### config.mk
export PLATFORM = sky130hd
export DESIGN_NAME = jb_xssi_multi_cntr_flat
export DESIGN_NICKNAME = d
export VERILOG_FILES = /design/src/rtl/jb_xssi_pkg.sv /design/src/rtl/jb_xssi_multi_cntr_if.sv /design/src/rtl/jb_xssi_ch_cntr.sv /design/src/rtl/jb_xssi_multi_cntr.sv /design/src/flat_wrapper.sv
export SDC_FILE = /design/constraint.sdc
export NUM_CORES = 1
export LEC_CHECK = 0
export ABC_AREA = 1
export ABC_CLOCK_PERIOD_IN_PS = 2850
export BUFFER_PORTS_ARGS = -buffer_cell sky130_fd_sc_hd__buf_4
export CORE_UTILIZATION = 40
export DETAILED_ROUTE_END_ITERATION = 8
export SLEW_MARGIN = 15
export SYNTH_ARGS = -nofsm -noshare
export SYNTH_HDL_FRONTEND = slang
export SYNTH_SLANG_ARGS = --single-unit
### constraint.sdc
create_clock -name clk_15p36 -period 2.85 [get_ports clk_15p36]
set_input_delay 0.285 -clock clk_15p36 [delete_from_list [all_inputs] [get_ports clk_15p36]]
set_output_delay 0.285 -clock clk_15p36 [all_outputs]
set_load 0.01 [all_outputs]
### src/rtl/jb_xssi_pkg.sv
// Shared types and default widths for the multi-channel xSSI window counter.
package jb_xssi_pkg;

  localparam int unsigned DefNumCh      = 4;
  localparam int unsigned DefRssiTicsBw = 21;
  localparam int unsigned DefWinIdxBw   = 16;

  typedef enum logic [1:0] {
    StIdle = 2'd0,
    StRun  = 2'd1,
    StDone = 2'd2
  } ch_state_e;

endpackage

### src/rtl/jb_xssi_multi_cntr_if.sv
// Control and status bundle of the multi-channel xSSI window counter.
interface jb_xssi_multi_cntr_if
  import jb_xssi_pkg::*;
#(
  parameter int unsigned NUM_CH           = DefNumCh,
  parameter int unsigned MAX_RSSI_TICS_BW = DefRssiTicsBw,
  parameter int unsigned WIN_IDX_BW       = DefWinIdxBw
);

  logic [NUM_CH-1:0][MAX_RSSI_TICS_BW-1:0] ch_num_tics;
  logic [NUM_CH-1:0]                       ch_oneshot;
  logic [NUM_CH-1:0]                       ch_start;
  logic [NUM_CH-1:0]                       ch_stop;
  logic                                    sync_in;
  logic [NUM_CH-1:0]                       rssi_load;
  logic [NUM_CH-1:0]                       ch_busy;
  logic [NUM_CH-1:0]                       ch_done;
  logic [NUM_CH-1:0][WIN_IDX_BW-1:0]       win_idx;

  modport master (
    output ch_num_tics, ch_oneshot, ch_start, ch_stop, sync_in,
    input  rssi_load, ch_busy, ch_done, win_idx
  );

  modport slave (
    input  ch_num_tics, ch_oneshot, ch_start, ch_stop, sync_in,
    output rssi_load, ch_busy, ch_done, win_idx
  );

endinterface

### src/rtl/jb_xssi_ch_cntr.sv
// One xSSI window channel: counts N-tic windows, pulses rssi_load at each window end.
module jb_xssi_ch_cntr
  import jb_xssi_pkg::*;
#(
  parameter int unsigned MAX_RSSI_TICS_BW = DefRssiTicsBw,
  parameter int unsigned WIN_IDX_BW       = DefWinIdxBw
) (
  input  logic                        clk_15p36,
  input  logic                        reset_15p36,
  input  logic [MAX_RSSI_TICS_BW-1:0] num_tics_i,
  input  logic                        oneshot_i,
  input  logic                        start_i,
  input  logic                        stop_i,
  input  logic                        sync_i,
  output logic                        rssi_load_o,
  output logic                        busy_o,
  output logic                        done_o,
  output logic [WIN_IDX_BW-1:0]       win_idx_o
);

  ch_state_e                   state_q, state_d;
  logic [MAX_RSSI_TICS_BW-1:0] n_q, n_d;
  logic [MAX_RSSI_TICS_BW-1:0] cnt_q, cnt_d;
  logic [WIN_IDX_BW-1:0]       idx_q, idx_d;
  logic                        start_ok;
  logic                        win_end;

  always_comb begin
    state_d     = state_q;
    n_d         = n_q;
    cnt_d       = cnt_q;
    idx_d       = idx_q;
    rssi_load_o = 1'b0;
    // A start with a zero length is not a request at all, in any state.
    start_ok    = start_i && !stop_i && (num_tics_i != '0);
    win_end     = (state_q == StRun) && (cnt_q == n_q - MAX_RSSI_TICS_BW'(1));

    if (reset_15p36) begin
      // State register clears everything; just keep the pulse quiet.
    end else if (stop_i) begin
      state_d = StIdle;
      cnt_d   = '0;
    end else if (start_ok) begin
      state_d = StRun;
      n_d     = num_tics_i;
      cnt_d   = '0;
      idx_d   = '0;
    end else if (state_q == StRun) begin
      if (win_end) begin
        rssi_load_o = 1'b1;
        cnt_d       = '0;
        idx_d       = idx_q + WIN_IDX_BW'(1);
        n_d         = num_tics_i;
        if (oneshot_i) begin
          state_d = StDone;
        end else if (num_tics_i == '0) begin
          state_d = StIdle;
        end
      end else if (sync_i) begin
        cnt_d = '0;
      end else begin
        cnt_d = cnt_q + MAX_RSSI_TICS_BW'(1);
      end
    end
  end

  always_ff @(posedge clk_15p36) begin
    if (reset_15p36) begin
      state_q <= StIdle;
      n_q     <= '0;
      cnt_q   <= '0;
      idx_q   <= '0;
    end else begin
      state_q <= state_d;
      n_q     <= n_d;
      cnt_q   <= cnt_d;
      idx_q   <= idx_d;
    end
  end

  assign busy_o    = (state_q == StRun);
  assign done_o    = (state_q == StDone);
  assign win_idx_o = idx_q;

endmodule

### src/rtl/jb_xssi_multi_cntr.sv
// NUM_CH independent xSSI window counters sharing one realign pulse.
module jb_xssi_multi_cntr
  import jb_xssi_pkg::*;
#(
  parameter int unsigned NUM_CH           = DefNumCh,
  parameter int unsigned MAX_RSSI_TICS_BW = DefRssiTicsBw,
  parameter int unsigned WIN_IDX_BW       = DefWinIdxBw
) (
  input logic                clk_15p36,
  input logic                reset_15p36,
  jb_xssi_multi_cntr_if.slave bus
);

  logic [NUM_CH-1:0]                 rssi_load;
  logic [NUM_CH-1:0]                 ch_busy;
  logic [NUM_CH-1:0]                 ch_done;
  logic [NUM_CH-1:0][WIN_IDX_BW-1:0] win_idx;

  for (genvar g = 0; g < NUM_CH; g++) begin : g_ch
    jb_xssi_ch_cntr #(
      .MAX_RSSI_TICS_BW (MAX_RSSI_TICS_BW),
      .WIN_IDX_BW       (WIN_IDX_BW)
    ) u_ch (
      .clk_15p36   (clk_15p36),
      .reset_15p36 (reset_15p36),
      .num_tics_i  (bus.ch_num_tics[g]),
      .oneshot_i   (bus.ch_oneshot[g]),
      .start_i     (bus.ch_start[g]),
      .stop_i      (bus.ch_stop[g]),
      .sync_i      (bus.sync_in),
      .rssi_load_o (rssi_load[g]),
      .busy_o      (ch_busy[g]),
      .done_o      (ch_done[g]),
      .win_idx_o   (win_idx[g])
    );
  end

  assign bus.rssi_load = rssi_load;
  assign bus.ch_busy   = ch_busy;
  assign bus.ch_done   = ch_done;
  assign bus.win_idx   = win_idx;

endmodule

### src/flat_wrapper.sv
// flat-port wrapper written by rule: the top's interface ports become plain ports
module jb_xssi_multi_cntr_flat import jb_xssi_pkg::*;
#(
  parameter int unsigned NUM_CH           = DefNumCh,
  parameter int unsigned MAX_RSSI_TICS_BW = DefRssiTicsBw,
  parameter int unsigned WIN_IDX_BW       = DefWinIdxBw
)
  (clk_15p36, reset_15p36, bus_ch_num_tics, bus_ch_oneshot, bus_ch_start, bus_ch_stop, bus_sync_in, bus_rssi_load, bus_ch_busy, bus_ch_done, bus_win_idx);
  jb_xssi_multi_cntr_if #(.NUM_CH(NUM_CH), .MAX_RSSI_TICS_BW(MAX_RSSI_TICS_BW), .WIN_IDX_BW(WIN_IDX_BW)) bus_i ();
  input logic clk_15p36;
  input logic reset_15p36;
  input wire logic [$bits(bus_i.ch_num_tics)-1:0] bus_ch_num_tics;
  input wire logic [$bits(bus_i.ch_oneshot)-1:0] bus_ch_oneshot;
  input wire logic [$bits(bus_i.ch_start)-1:0] bus_ch_start;
  input wire logic [$bits(bus_i.ch_stop)-1:0] bus_ch_stop;
  input wire logic [$bits(bus_i.sync_in)-1:0] bus_sync_in;
  output wire logic [$bits(bus_i.rssi_load)-1:0] bus_rssi_load;
  output wire logic [$bits(bus_i.ch_busy)-1:0] bus_ch_busy;
  output wire logic [$bits(bus_i.ch_done)-1:0] bus_ch_done;
  output wire logic [$bits(bus_i.win_idx)-1:0] bus_win_idx;
  assign bus_i.ch_num_tics = bus_ch_num_tics;
  assign bus_i.ch_oneshot = bus_ch_oneshot;
  assign bus_i.ch_start = bus_ch_start;
  assign bus_i.ch_stop = bus_ch_stop;
  assign bus_i.sync_in = bus_sync_in;
  assign bus_rssi_load = bus_i.rssi_load;
  assign bus_ch_busy = bus_i.ch_busy;
  assign bus_ch_done = bus_i.ch_done;
  assign bus_win_idx = bus_i.win_idx;
  jb_xssi_multi_cntr #(.NUM_CH(NUM_CH), .MAX_RSSI_TICS_BW(MAX_RSSI_TICS_BW), .WIN_IDX_BW(WIN_IDX_BW)) u_core (.clk_15p36(clk_15p36), .reset_15p36(reset_15p36), .bus(bus_i));
endmodule
==> impl.org <==
** Placement
- Post-placement worst setup slack :: 184.8 ps
- Placed cell count :: 3384
- Weighted congestion reported at the end of routability-driven placement :: 0.9318
- The HPWL after detailed placement is 40.72 mm.
- Count of input and output buffers :: 174

** Min path
- Min-Delay Startpoint :: bus_ch_start[2]
- The min-delay analysis places its worst path in the category in2reg.

** Global route
- Entering global routing, the biggest net connects 54 pins.
- First-pass GRT wire length :: 89.47 mm
- Antenna violations before repair :: 0
- Global routing consumed, over all layers together, 24.80% of the routing resources.
- Global route total overflow :: 0
- The via count of the first global-routing pass is 17.64k.

** Floorplan
- Initial core utilization :: 40.93%
- Die height :: 207.5 µm
- Core Area :: 0.04129 mm²
- Total I/O pin count :: 175
- From left edge to right edge, the die measures 207.5 µm.
- Area of the die :: 0.04307 mm²
- The floorplan has 74 rows.

** Power and ir drop
- The share of total power dissipated in combinational logic is 19.1%.
- In this run, flip-flops and latches consume 38.7% of the power.
- The analysis attributes to cell leakage a power of 0.008782 µW.
- Overall power of the completed layout :: 9082 µW
- Dividing total power by cell area gives a power density of 428.7 mW/mm².
- Internal power comes to 6395 µW.
- Clock network power share :: 42.3%
- The analysis attributes to net switching a power of 2687 µW.
- Net switching is 29.59% of the power.
- VDD sags by at most 0.4106 mV.

** Clock network
- TritonCTS built the clock tree.
- The tree is rooted in a sky130_fd_sc_hd__clkbuf_16.
- Largest buffer count on any clock path :: 3
- CTS H-tree depth :: 1
- Clock-pin slew was measured on the worst setup and hold paths at 60 ps.
- Number of clock sinks seen by CTS :: 240
- For the worst-skew pair, the clock arrives at the later sink with an insertion delay of 580 ps.
- Number of buffers created by CTS :: 29

** Synthesis
- Total standard cell area after synthesis :: 0.01690 mm²
- Total of warnings raised by yosys :: 0
- For this run, the register share of the synthesized area comes to 28.43%.
- Summed over all instances, the cell type with the most area after synthesis is sky130_fd_sc_hd__dfxtp_1.
- Synthesized netlist net count :: 2843
- Share of the synthesized area in the top cell type :: 28.43%
- After technology mapping, the gate count stands at 2732.
- Yosys attributes the largest share of cell area to sky130_fd_sc_hd__dfxtp_1, sky130_fd_sc_hd__nand2_1, sky130_fd_sc_hd__nand3_1, sky130_fd_sc_hd__nor2_1, sky130_fd_sc_hd__a21oi_1.
- In this run the mean area of a mapped cell was 6.186 µm².
- Unique cell type count in the Yosys netlist :: 45
- Seq cells post-synth :: 240

** Outcome
- Outcome :: finished, final reports clean

** Final layout
- Final core utilization :: 51.30%
- Layout cell share with drive strength beyond 1 :: 16.10%
- In the layout the commonest cells are sky130_fd_sc_hd__nand2_1, sky130_fd_sc_hd__nand3_1, sky130_fd_sc_hd__inv_1.
- Leaving out fill and tap cells, the most frequent cell in the layout is sky130_fd_sc_hd__nand2_1.
- The repair_antennas step left the layout with diodes totalling 0.
- Leaving out filler cells and counting taps, the final layout contains 3551.
- At the end of the flow, the number of nets in the layout was 3110.
- The area growth from synthesis to layout is 25.35%.

** STA
- The final number of hold-violating endpoints is 0.
- The worst path meets setup with 123.6 ps of slack.
- # setup viols final :: 0
- Maximum clock frequency :: 366.8 MHz
- Hold Worst Slack :: 39.77 ps
- Fraction of the cycle the final worst path needs :: 95.66%
- The worst pin sits at a relative slew slack of 53.69%.
- Final Critical Period :: 2726 ps
- Number of pins with negative max-slew slack in the final report :: 0
- At the pin with the least slew margin, the transition time is 693.9 ps.
- Final clock skew :: 24.90 ps

** Critical path
- Endpoint required time on the critical path :: 2570 ps
- Capturing element type of the critical path :: primary output
- Startpoint of the worst setup timing path :: u_core.g_ch[0].u_ch.n_q[0]$_SDFFE_PP0P_
- Arrival time worst endpoint :: 2440 ps
- Along the worst path, the maximum fanout reaches 5.
- RR Startpoint :: u_core.g_ch[3].u_ch.n_q[5]$_SDFFE_PP0P_
- The worst setup path is launched from a register.
- Cell breakdown of the critical path :: inv_2, ha_4, nand2_4, nor2_4, nand3_1, nand2_1, nand2_1, nand2_1, nand2_1, nor2_2, nand3_4, nor2_4, buf_4
- The worst setup path is of the reg2out kind.
- For this design, the slowest cell found on the critical path is sky130_fd_sc_hd__dfxtp_4.
- Across all register-to-register paths, the minimum setup slack is 250 ps.
- Maximum cell stage delay along the critical path :: 360 ps
- Critical Path Most Common Cell :: sky130_fd_sc_hd__nand2_1

** Routing
- In this run the remaining antenna-violating nets after routing total 0.
- Drt first pass iters :: 6
- The routed layout has 18.58k vias.
- The first routing iteration left 1397 violations.
- # DRC :: 0
- Routed length per placed instance :: 15.44 µm
- Dividing the detail-routed via count by the number of cells gives 5.231.
- Overall routed net length :: 54.84 mm

** Flow run
- Maximum capacitance violations :: 0
==> repair_timing <==
item / 4_1_cts / 5_1_grt
gates resized for setup: 31 / 86
buffers inserted: 7 / 15
setup endpoints to repair: 4 / 5
gates cloned: 1 / 0
hold buffers: 93 / 0
endpoints found under the hold margin: 91 / 0
pin swaps: 9 / 36
==> area by class of cell <==
class | count | area (µm²)
fillers | 4208 | 20110
multi-input cells | 2086 | 10730
flip-flops and latches | 240 | 4822
repair buffers | 343 | 2858
inverters | 299 | 1122
clock buffers | 39 | 823.3
well taps | 532 | 665.6
clock inverters | 12 | 160.2
==> critical path, delay by kind of cell (launching register included) <==
kind          cells  cell delay [ps]
simple gates     10             1120
flops             1              360
buf+inv           2              200
fa+ha+maj         1              160
==> routing by layer <==
| metal | wire length [µm] | GRT usage (%) |
|---|---|---|
| met1 | 24340 | 31.47 |
| met3 | 2309 | 2.784 |
| met2 | 26590 | 43.49 |
| met4 | 1608 | 8.286 |
| met5 | 0 | 0 |
==> kinds of logic after synthesis <==
family	count (synthesis)	share of synthesized area [%]
fa+ha+maj	12	0.8884
xor+xnor	136	7.137
simple gates	1622	43.07
compound gates	315	10.22
buf+inv	407	10.25
flops	240	28.43
==> per-stage QoR <==
stage | setup TNS (ps) | instance area (µm²)
floorplan | 0 | 16900
global placement | 0 | 18720
global route | -63.14 | 21180
CTS | 0 | 20800
detailed placement | 0 | 18720
finish | 0 | 21180
==> state kept, by name, indices dropped and copies added, names as in the netlist <==
name / count
u_core.g_ch.u_ch.cnt_q: 84
u_core.g_ch.u_ch.n_q: 84
u_core.g_ch.u_ch.state_q: 8
u_core.g_ch.u_ch.win_idx_o: 64
==> worst paths after layout <==
kind / depth (start not counted) / endpoint
setup / recovery: 13 / bus_rssi_load[0]
hold / removal: 3 / u_core.g_ch[2].u_ch.state_q[0]$_SDFFE_PP0P_
setup reg to reg: 13 / u_core.g_ch[3].u_ch.state_q[0]$_SDFFE_PP0P_
hold reg to reg: 2 / u_core.g_ch[3].u_ch.state_q[1]$_SDFFE_PP0P_
==> power by group through the flow <==
stage	clock network [µW]	registers [µW]	logic [µW]
CTS	3950	3500	1630
global route	4090	3520	1940
floorplan	0	3550	1050
finish	3840	3510	1730
detailed placement	0	3580	1480
global placement	0	3570	1460
==> Yosys cell counts <==
cell type                  instances
sky130_fd_sc_hd__a21boi_0          2
sky130_fd_sc_hd__ha_1             12
sky130_fd_sc_hd__nand2_4           2
sky130_fd_sc_hd__xor2_2            2
sky130_fd_sc_hd__inv_1           292
sky130_fd_sc_hd__nand4_1          91
sky130_fd_sc_hd__nand2_2          29
sky130_fd_sc_hd__nor2_4           13
sky130_fd_sc_hd__clkbuf_1         58
sky130_fd_sc_hd__nand3_4           2
sky130_fd_sc_hd__o21bai_2          1
sky130_fd_sc_hd__nor4_1           32
sky130_fd_sc_hd__nor3b_1           1
sky130_fd_sc_hd__nor3_1           50
sky130_fd_sc_hd__nor4b_1           2
sky130_fd_sc_hd__nor2_1          295
sky130_fd_sc_hd__nor2_8            2
sky130_fd_sc_hd__and2_1            1
sky130_fd_sc_hd__dfxtp_1         240
sky130_fd_sc_hd__nand4_2           2
sky130_fd_sc_hd__clkinv_1          6
sky130_fd_sc_hd__nand2_1         748
sky130_fd_sc_hd__buf_1             2
sky130_fd_sc_hd__o211ai_1          4
sky130_fd_sc_hd__o21a_1           16
sky130_fd_sc_hd__nand3b_1         23
sky130_fd_sc_hd__inv_2             1
sky130_fd_sc_hd__buf_2            11
sky130_fd_sc_hd__or2_2            10
sky130_fd_sc_hd__buf_6            14
sky130_fd_sc_hd__xor2_1           86
sky130_fd_sc_hd__a21o_1            2
sky130_fd_sc_hd__o21ai_0          40
sky130_fd_sc_hd__a21oi_1         220
sky130_fd_sc_hd__a21oi_2          19
sky130_fd_sc_hd__a41oi_1           1
sky130_fd_sc_hd__xnor2_1          48
sky130_fd_sc_hd__a21boi_1          1
sky130_fd_sc_hd__o21bai_1          3
sky130_fd_sc_hd__nor2_2           21
sky130_fd_sc_hd__and3_1            1
sky130_fd_sc_hd__nand3_1         295
sky130_fd_sc_hd__o21ai_1           6
sky130_fd_sc_hd__and2_0            2
sky130_fd_sc_hd__buf_4            23
(Power assumes the default switching activity.)
